### src/rtl/pcode_pkg.sv
// Shared types and constants for the priority-code scanner.
package pcode_pkg;

  localparam int PCODE_W = 8;

  typedef enum logic {
    IDLE = 1'b0,
    SCAN = 1'b1
  } state_t;

endpackage

### src/rtl/pcode_find.sv
// Combinational priority finder: picks the highest (dir=1) or lowest
// (dir=0) set index of a vector and flags whether any / exactly one bit is set.
module pcode_find #(
  parameter int W  = 8,
  parameter int IW = $clog2(W)
) (
  input  logic [W-1:0]  i_vec,
  input  logic          i_dir,
  output logic [IW-1:0] o_idx,
  output logic          o_found,
  output logic          o_single
);

  // Later loop iterations override earlier ones, so the scan direction
  // decides which end of the vector wins.
  always_comb begin
    o_idx = '0;
    if (i_dir) begin
      for (int i = 0; i < W; i++) begin
        if (i_vec[i]) o_idx = IW'(i);
      end
    end else begin
      for (int i = W - 1; i >= 0; i--) begin
        if (i_vec[i]) o_idx = IW'(i);
      end
    end
  end

  assign o_found  = |i_vec;
  assign o_single = o_found && ((i_vec & (i_vec - W'(1))) == '0);

endmodule

### src/rtl/pcode_scanner.sv
// Accepts a request vector and emits the index of every set bit, one beat
// per cycle, in MSB-first or LSB-first order, with valid/ready on both sides.
module pcode_scanner
  import pcode_pkg::*;
#(
  parameter int W  = PCODE_W,
  parameter int IW = $clog2(W)
) (
  input  logic          clk,
  input  logic          rst,
  input  logic          in_valid,
  output logic          in_ready,
  input  logic [W-1:0]  in,
  input  logic          dir,
  output logic          out_valid,
  input  logic          out_ready,
  output logic [IW-1:0] code,
  output logic          last,
  output logic          none
);

  state_t        r_state;
  logic [W-1:0]  r_pending;
  logic          r_mode;
  logic          r_out_valid;
  logic [IW-1:0] r_code;
  logic          r_last;
  logic          r_none;

  logic [W-1:0]  w_clr;
  logic [W-1:0]  w_fvec;
  logic          w_fdir;
  logic [IW-1:0] w_idx;
  logic          w_found;
  logic          w_single;

  // Pending vector with the currently reported bit removed; this is what
  // the next beat is computed from once the current beat is taken.
  assign w_clr = r_pending & ~(W'(1) << r_code);

  // One finder is shared: in IDLE it looks at the incoming vector so the
  // first beat is ready right after acceptance, in SCAN at the cleared vector.
  assign w_fvec = (r_state == IDLE) ? in  : w_clr;
  assign w_fdir = (r_state == IDLE) ? dir : r_mode;

  pcode_find #(
    .W  (W),
    .IW (IW)
  ) u_find (
    .i_vec    (w_fvec),
    .i_dir    (w_fdir),
    .o_idx    (w_idx),
    .o_found  (w_found),
    .o_single (w_single)
  );

  assign in_ready  = (r_state == IDLE);
  assign out_valid = r_out_valid;
  assign code      = r_code;
  assign last      = r_last;
  assign none      = r_none;

  // Control FSM with registered beat outputs.
  always_ff @(posedge clk or posedge rst) begin
    if (rst) begin
      r_state     <= IDLE;
      r_pending   <= '0;
      r_mode      <= 1'b1;
      r_out_valid <= 1'b0;
      r_code      <= '0;
      r_last      <= 1'b0;
      r_none      <= 1'b0;
    end else begin
      case (r_state)
        IDLE: begin
          if (in_valid) begin
            r_pending   <= in;
            r_mode      <= dir;
            r_state     <= SCAN;
            r_out_valid <= 1'b1;
            r_code      <= w_idx;
            // An empty vector still produces one terminating beat.
            r_last      <= w_single || !w_found;
            r_none      <= !w_found;
          end
        end
        SCAN: begin
          if (r_out_valid && out_ready) begin
            r_pending <= w_clr;
            if (r_last) begin
              r_state     <= IDLE;
              r_out_valid <= 1'b0;
            end else begin
              r_code <= w_idx;
              r_last <= w_single;
              r_none <= 1'b0;
            end
          end
        end
        default: r_state <= IDLE;
      endcase
    end
  end

endmodule

### config.mk
export PLATFORM = sky130hd
export DESIGN_NAME = pcode_scanner
export DESIGN_NICKNAME = d
export VERILOG_FILES = /design/src/rtl/pcode_pkg.sv /design/src/rtl/pcode_find.sv /design/src/rtl/pcode_scanner.sv
export SDC_FILE = /design/constraint.sdc
export NUM_CORES = 1
export LEC_CHECK = 0
export ABC_CLOCK_PERIOD_IN_PS = 2290
export CORE_MARGIN = 2
export CORE_UTILIZATION = 50
export DETAILED_ROUTE_END_ITERATION = 10
export PLACE_DENSITY = 0.81
export SYNTH_ARGS = -nofsm -noshare
export SYNTH_HDL_FRONTEND = slang
export SYNTH_SLANG_ARGS = --single-unit
### constraint.sdc
create_clock -name clk -period 2.29 [get_ports clk]
set_clock_uncertainty 0.15 [all_clocks]
set_input_delay 0.5725 -clock clk [delete_from_list [all_inputs] [get_ports clk]]
set_output_delay 0.5725 -clock clk [all_outputs]
set_load 0.05 [all_outputs]
---- Word-level counts from Yosys, hierarchy flattened ----
Index checks and enable logic that the tools add are counted.
storage, ports and cells
  bits in writable memories ............... 0
  bits of input ports ..................... 13
  ROM bits ................................ 0
  memories ................................ 0
  register bits ........................... 16
  latch bits .............................. 0
  logic and storage cells ................. 68
cells by class
  equality and inequality tests ........... 4
  add/sub/neg operators ................... 1
  reductions and logical operators ........ 10
  order comparisons ....................... 0
  multiplexer cells ....................... 41
  bitwise operators ....................... 4
  shift operators ......................... 1
  div/mod/pow operators ................... 0
  multiply operators ...................... 0
operators by type and width
  kind                                                                count
  3-bit two-way mux                                                   16
  8-bit two-way mux                                                   3
  8-bit bitwise AND                                                   2
  8-bit case mux with 2 select lines                                  1
  1-bit two-way mux                                                   14
  8-bit zero test                                                     1
  8-bit inverter                                                      1
  1-bit case mux with 2 select lines                                  4
  8-bit OR reduction                                                  1
  1-bit by 3-bit left shift with 8-bit output, first input constant   1
  8-bit by 1-bit subtractor with 8-bit output, second input constant  1
  3-bit case mux with 2 select lines                                  1
  3-bit AND reduction                                                 2
  2-bit two-way mux                                                   2
  2-bit by 1-bit != test with 1-bit output, second input constant     2
  2-bit != test, second input constant                                2
  2-bit AND reduction                                                 2
  1-bit logical AND                                                   2
  1-bit zero test                                                     1
  1-bit logical OR                                                    1
  1-bit inverter                                                      1

---- Logic depth before layout (Yosys ltp) ----
  depth after elaboration ................. 16
  mapped depth ............................ 7
  mapped depth without buffers ............ 6

---- Hierarchy ----
From an unflattened synthesis, not the netlist that was laid out.
unflattened totals
  cells, all modules ...................... 126
  area, all modules ....................... 1114.8 um^2
modules (own cells, without submodules)
  module         cells an instance  times used  area each (um^2)
  pcode_scanner  91                 1           903.4
  pcode_find     35                 1           211.5

---- Worst setup path before layout ----
Ideal clock, no wire load.
  path kind ............................... reg-to-reg
  start point ............................. register r_code[2] (netlist: code[2])
  end point ............................... register r_code[1] (netlist: code[1])
  data arrival time ....................... 2.072 ns
  required time ........................... 2.076 ns
  cell stages (with the launch flop) ...... 8
  period minus slack after synthesis ...... 2.286 ns
  path buffers ............................ 1
  path slack .............................. 0.004 ns
  cells stage by stage .................... dfrtp_1 > buf_6 > or3b_4 > a31oi_4 > and2_4 > o211ai_2 > a221oi_1 > a21o_1
on the way
  word-level cells in the longest chain between the ends .. 16
  elaborated cells on any way between the ends .. 23
  classes of those cells .................. shift (1); mux (20); bitwise (2)
RTL lines
  element                                        line                 source
  start, declared                                pcode_scanner.sv:26  logic [IW-1:0] r_code;
  start signal, assigned                         pcode_scanner.sv:81  r_code <= w_idx;
  start signal, assigned                         pcode_scanner.sv:94  r_code <= w_idx;
  1-bit by 3-bit left shift with 8-bit output *  pcode_scanner.sv:39  assign w_clr = r_pending & ~(W'(1) << r_code);
  8-bit inverter *                               pcode_scanner.sv:39
  8-bit bitwise AND *                            pcode_scanner.sv:39
  8-bit two-way mux *                            pcode_scanner.sv:43  assign w_fvec = (r_state == IDLE) ? in : w_clr;
  3-bit two-way mux (8 in a row)                 pcode_find.sv:24     if (i_vec[i]) o_idx = IW'(i);
  3-bit two-way mux *                            pcode_find.sv:18     if (i_dir) begin
  3-bit two-way mux                              pcode_scanner.sv:90  if (r_last) begin
  3-bit two-way mux                              pcode_scanner.sv:88  if (r_out_valid && out_ready) begin
  3-bit case mux with 2 select lines *           pcode_scanner.sv:74  case (r_state)
Every way passes the cells marked *; elsewhere a longest branch is shown, timed or not. The select of a mux whose other input is x is not followed.
A chain may end at the register's enable or synchronous reset.

---- Worst setup path after layout ----
  start point ............................. register r_none (netlist: none)
  end point ............................... output port none
RTL lines
  element                 line                 source
  start, declared         pcode_scanner.sv:28  logic r_none;
  start signal, assigned  pcode_scanner.sv:84  r_none <= !w_found;
  end, declared           pcode_scanner.sv:19  output logic none
No word-level cell between the ends.

==> results.sh <==
export IMPL_postSynthCellCount=120
export IMPL_grt_ovfl_total=0
export IMPL_cp_top_family="buffers and inverters"
export IMPL_ys_async_sr_fraction_pct=100
export IMPL_dp_cells=171
export IMPL_cp_cell_sequence="clkdlybuf4s50_1"
export IMPL_start_util_pct=54.6
export IMPL_swShare_pct=49.9
export IMPL_worstMarginPinSlew_ps=630
export IMPL_hold_path_class="reg -> reg"
export IMPL_cts_reportedPaths_clkPinSlew_ps=100
export IMPL_routed_wl_mm=2.56
export IMPL_rsz0062_at_grt="false"
export IMPL_cpMaxStageDelayCell="clkdlybuf4s50_1"
export IMPL_cp_max_fo=2
export IMPL_final_common_cell="nand2_1"
export IMPL_cts_setup_buffers=0
export IMPL_synth_area_sq_um=1090
export IMPL_clockPowerShare_pct=8.6
export IMPL_cts_buffer_depth=2
export IMPL_ys_ff_latch=16
export IMPL_cts_sinks=16
export IMPL_pre_cts_slack_ps=-1.64
export IMPL_std_cell_rows=16
export IMPL_post_synth_num_cell_types=42
export IMPL_yosysTopAreaCell="dfrtp_1"
export IMPL_pwr_share_comb_pct=68.1
export IMPL_grt_usage_pct=23.2
export IMPL_max_freq_mhz=458
export IMPL_ys_seq_area_share_pct=36.8
export IMPL_crit_path_max_incr_delay_ps=800
export IMPL_setup_ws_ps=107
export IMPL_outcome="complete, no violations"
export IMPL_critical_path_arrival_ps=1460
export IMPL_setup_worst_path_class="reg -> out"
export IMPL_grt_max_degree=23
export IMPL_ys_warnings_count=0
export IMPL_grt_pass1_wl_mm=4.28
export IMPL_maxCapViolCount=0
export IMPL_power_frac_seq_pct=23.4
export IMPL_die_y_microns=50.7
export IMPL_syn_mean_instance_area_sq_um=9.10
export IMPL_htree_levels=1
export IMPL_port_buffer_count=19
export IMPL_cts_tree="yes"
export IMPL_io_pins=20
export IMPL_crit_buf_inv=1
export IMPL_grt_pass1_vias=949
export IMPL_dieArea_sq_um=2570
export IMPL_cp_end_kind="output port"
export IMPL_drtIter0Drc=28
export IMPL_clk_latency_ps=310
export IMPL_start_kind="register"
export IMPL_viasPerCell=5.90
export IMPL_finalHoldViolCount=0
export IMPL_fin_crit_ps=2180
export IMPL_antenna_found_initial=0
export IMPL_powerDensity_nw_per_um2=1690
export IMPL_cts_root_buf="clkbuf_4"
export IMPL_p_int_w=0.00118
export IMPL_numCtsBuffers=3
export IMPL_slew_viol_final=0
export IMPL_vias=1033
export IMPL_period_share_pct=95.3
export IMPL_synth_top_area_share_pct=34.4
export IMPL_dp_hpwl_mm=1.92
export IMPL_synth_nets=133
export IMPL_coreArea_sq_um=2000
export IMPL_gp_congestion=0.911
export IMPL_fin_cells=175
export IMPL_irDropWorstVdd_v=0.000800
export IMPL_critPathRequiredTime_ps=1570
export IMPL_synthTopCellsByArea="dfrtp_1, nand2_1, a21oi_1, nor2_1, a31oi_4"
export IMPL_p_total_w=0.00235
export IMPL_die_w_microns=50.7
export IMPL_p_leak_nw=0.599
export IMPL_switchingPower_w=0.00117
export IMPL_syn2layout_area_growth_pct=27.4
export IMPL_fin_nets=162
export IMPL_post_drt_wl_per_cell_microns=14.6
export IMPL_drive_above_1_share_pct=23.0
export IMPL_slew_headroom_pct=57.9
export IMPL_synth_edf_count=0
export IMPL_route_detailed_drc=0
export IMPL_diodes=0
export IMPL_detail_route_antenna_nets=0
export IMPL_ys_flop_type="dfrtp_1"
export IMPL_finalSetupViolCount=0
export IMPL_drt_pass1_iter_count=4
export IMPL_final_cell_mix="nand2_1, dfrtp_1, buf_4"
-- Yosys cell counts, drive strengths merged (2+ instances only) --
cell type and count:
nor2 12, nor3 2, and2 2, mux2i 4, o21ai 5, inv 3, a31o 2, nand2 17
a31oi 8, nand3 2, nand4 3, dfrtp 15, and3 2, a21oi 12, or3b 2, buf 5
o22ai 2, nand3b 2, nor2b 6
-- tightest hold or removal path, stage by stage (launching register included) --
cell and delay (ps):
dfrtp_1 360, nand2_1 50, nand2_1 50
-- power by group through the flow --
stage,clock (W),combinational [W],sequential [W]
global placement,0,0.00154,0.000546
global route,0.000218,0.00173,0.000566
detailed placement,0,0.00158,0.000556
CTS,0.000204,0.00159,0.000551
finish,0.000202,0.00160,0.000550
floorplan,0,0.00103,0.000664
-- layer usage --
metal / part of all wire (%) / track usage [%] / wire length [microns] / vias to the layer above
li1: - / - / - / 500
met1: 42 / 29.4 / 1080 / 471
met2: 47 / 36.0 / 1200 / 53
met3: 8.3 / 5.95 / 213 / 9
met4: 2.6 / 12.6 / 66 / 0
met5: 0 / 0 / 0 / -
-- worst paths after layout --
kind / start / endpoint / slack (ps) / cells after the start
hold / removal: none$_DFFE_PP0P_ / none$_DFFE_PP0P_ / 320 / 2
hold reg to reg: none$_DFFE_PP0P_ / none$_DFFE_PP0P_ / 320 / 2
setup / recovery: none$_DFFE_PP0P_ / none / 110 / 1
min in group asynchronous: rst / out_valid$_DFFE_PP0P_ / 480 / 2
setup reg to reg: code[2]$_DFFE_PP0P_ / last$_DFFE_PP0P_ / 110 / 6
max in group asynchronous: rst / r_pending[6]$_DFFE_PP0P_ / 1100 / 2
-- registers in the layout (all words and copies together) (netlist names) --
name and flops:
last 1, r_pending 8, none 1, r_mode 1
r_state 1, out_valid 1, code 3
-- cell type report --
cell class | count | area (sq um)
Clock buffer | 4 | 36.3
Inverter | 3 | 11.3
Timing Repair Buffer | 30 | 275
Tap cell | 27 | 33.8
Multi-Input combinational cell | 95 | 633
Fill cell | 154 | 611
Sequential cell | 16 | 402
-- stage by stage --
stage               utilization (%)  TNS, ps  instance area (sq um)  hold slack, ps
floorplan                         -        0                   1090             336
global placement               67.6        0                   1350             305
detailed placement             67.6    -1.64                   1350             307
CTS                            69.4        0                   1390             331
global route                   69.5        0                   1390             348
finish                         69.5        0                   1390             323
-- cells by family after synthesis --
kind of cell / Yosys count / share of synthesized area, %
simple gates: 53 / 26.6
compound gates: 36 / 25.8
flops: 16 / 36.8
buf+inv: 9 / 5.27
mux: 5 / 4.70
fa+ha+maj: 1 / 0.916
-- what timing repair did --
item | 4_1_cts | 5_1_grt
resized for setup | 0 | 1
endpoints found under the setup margin | 0 | 1
hold buffers | 0 | 0
No activity file was read; power rests on OpenSTA's default activity.
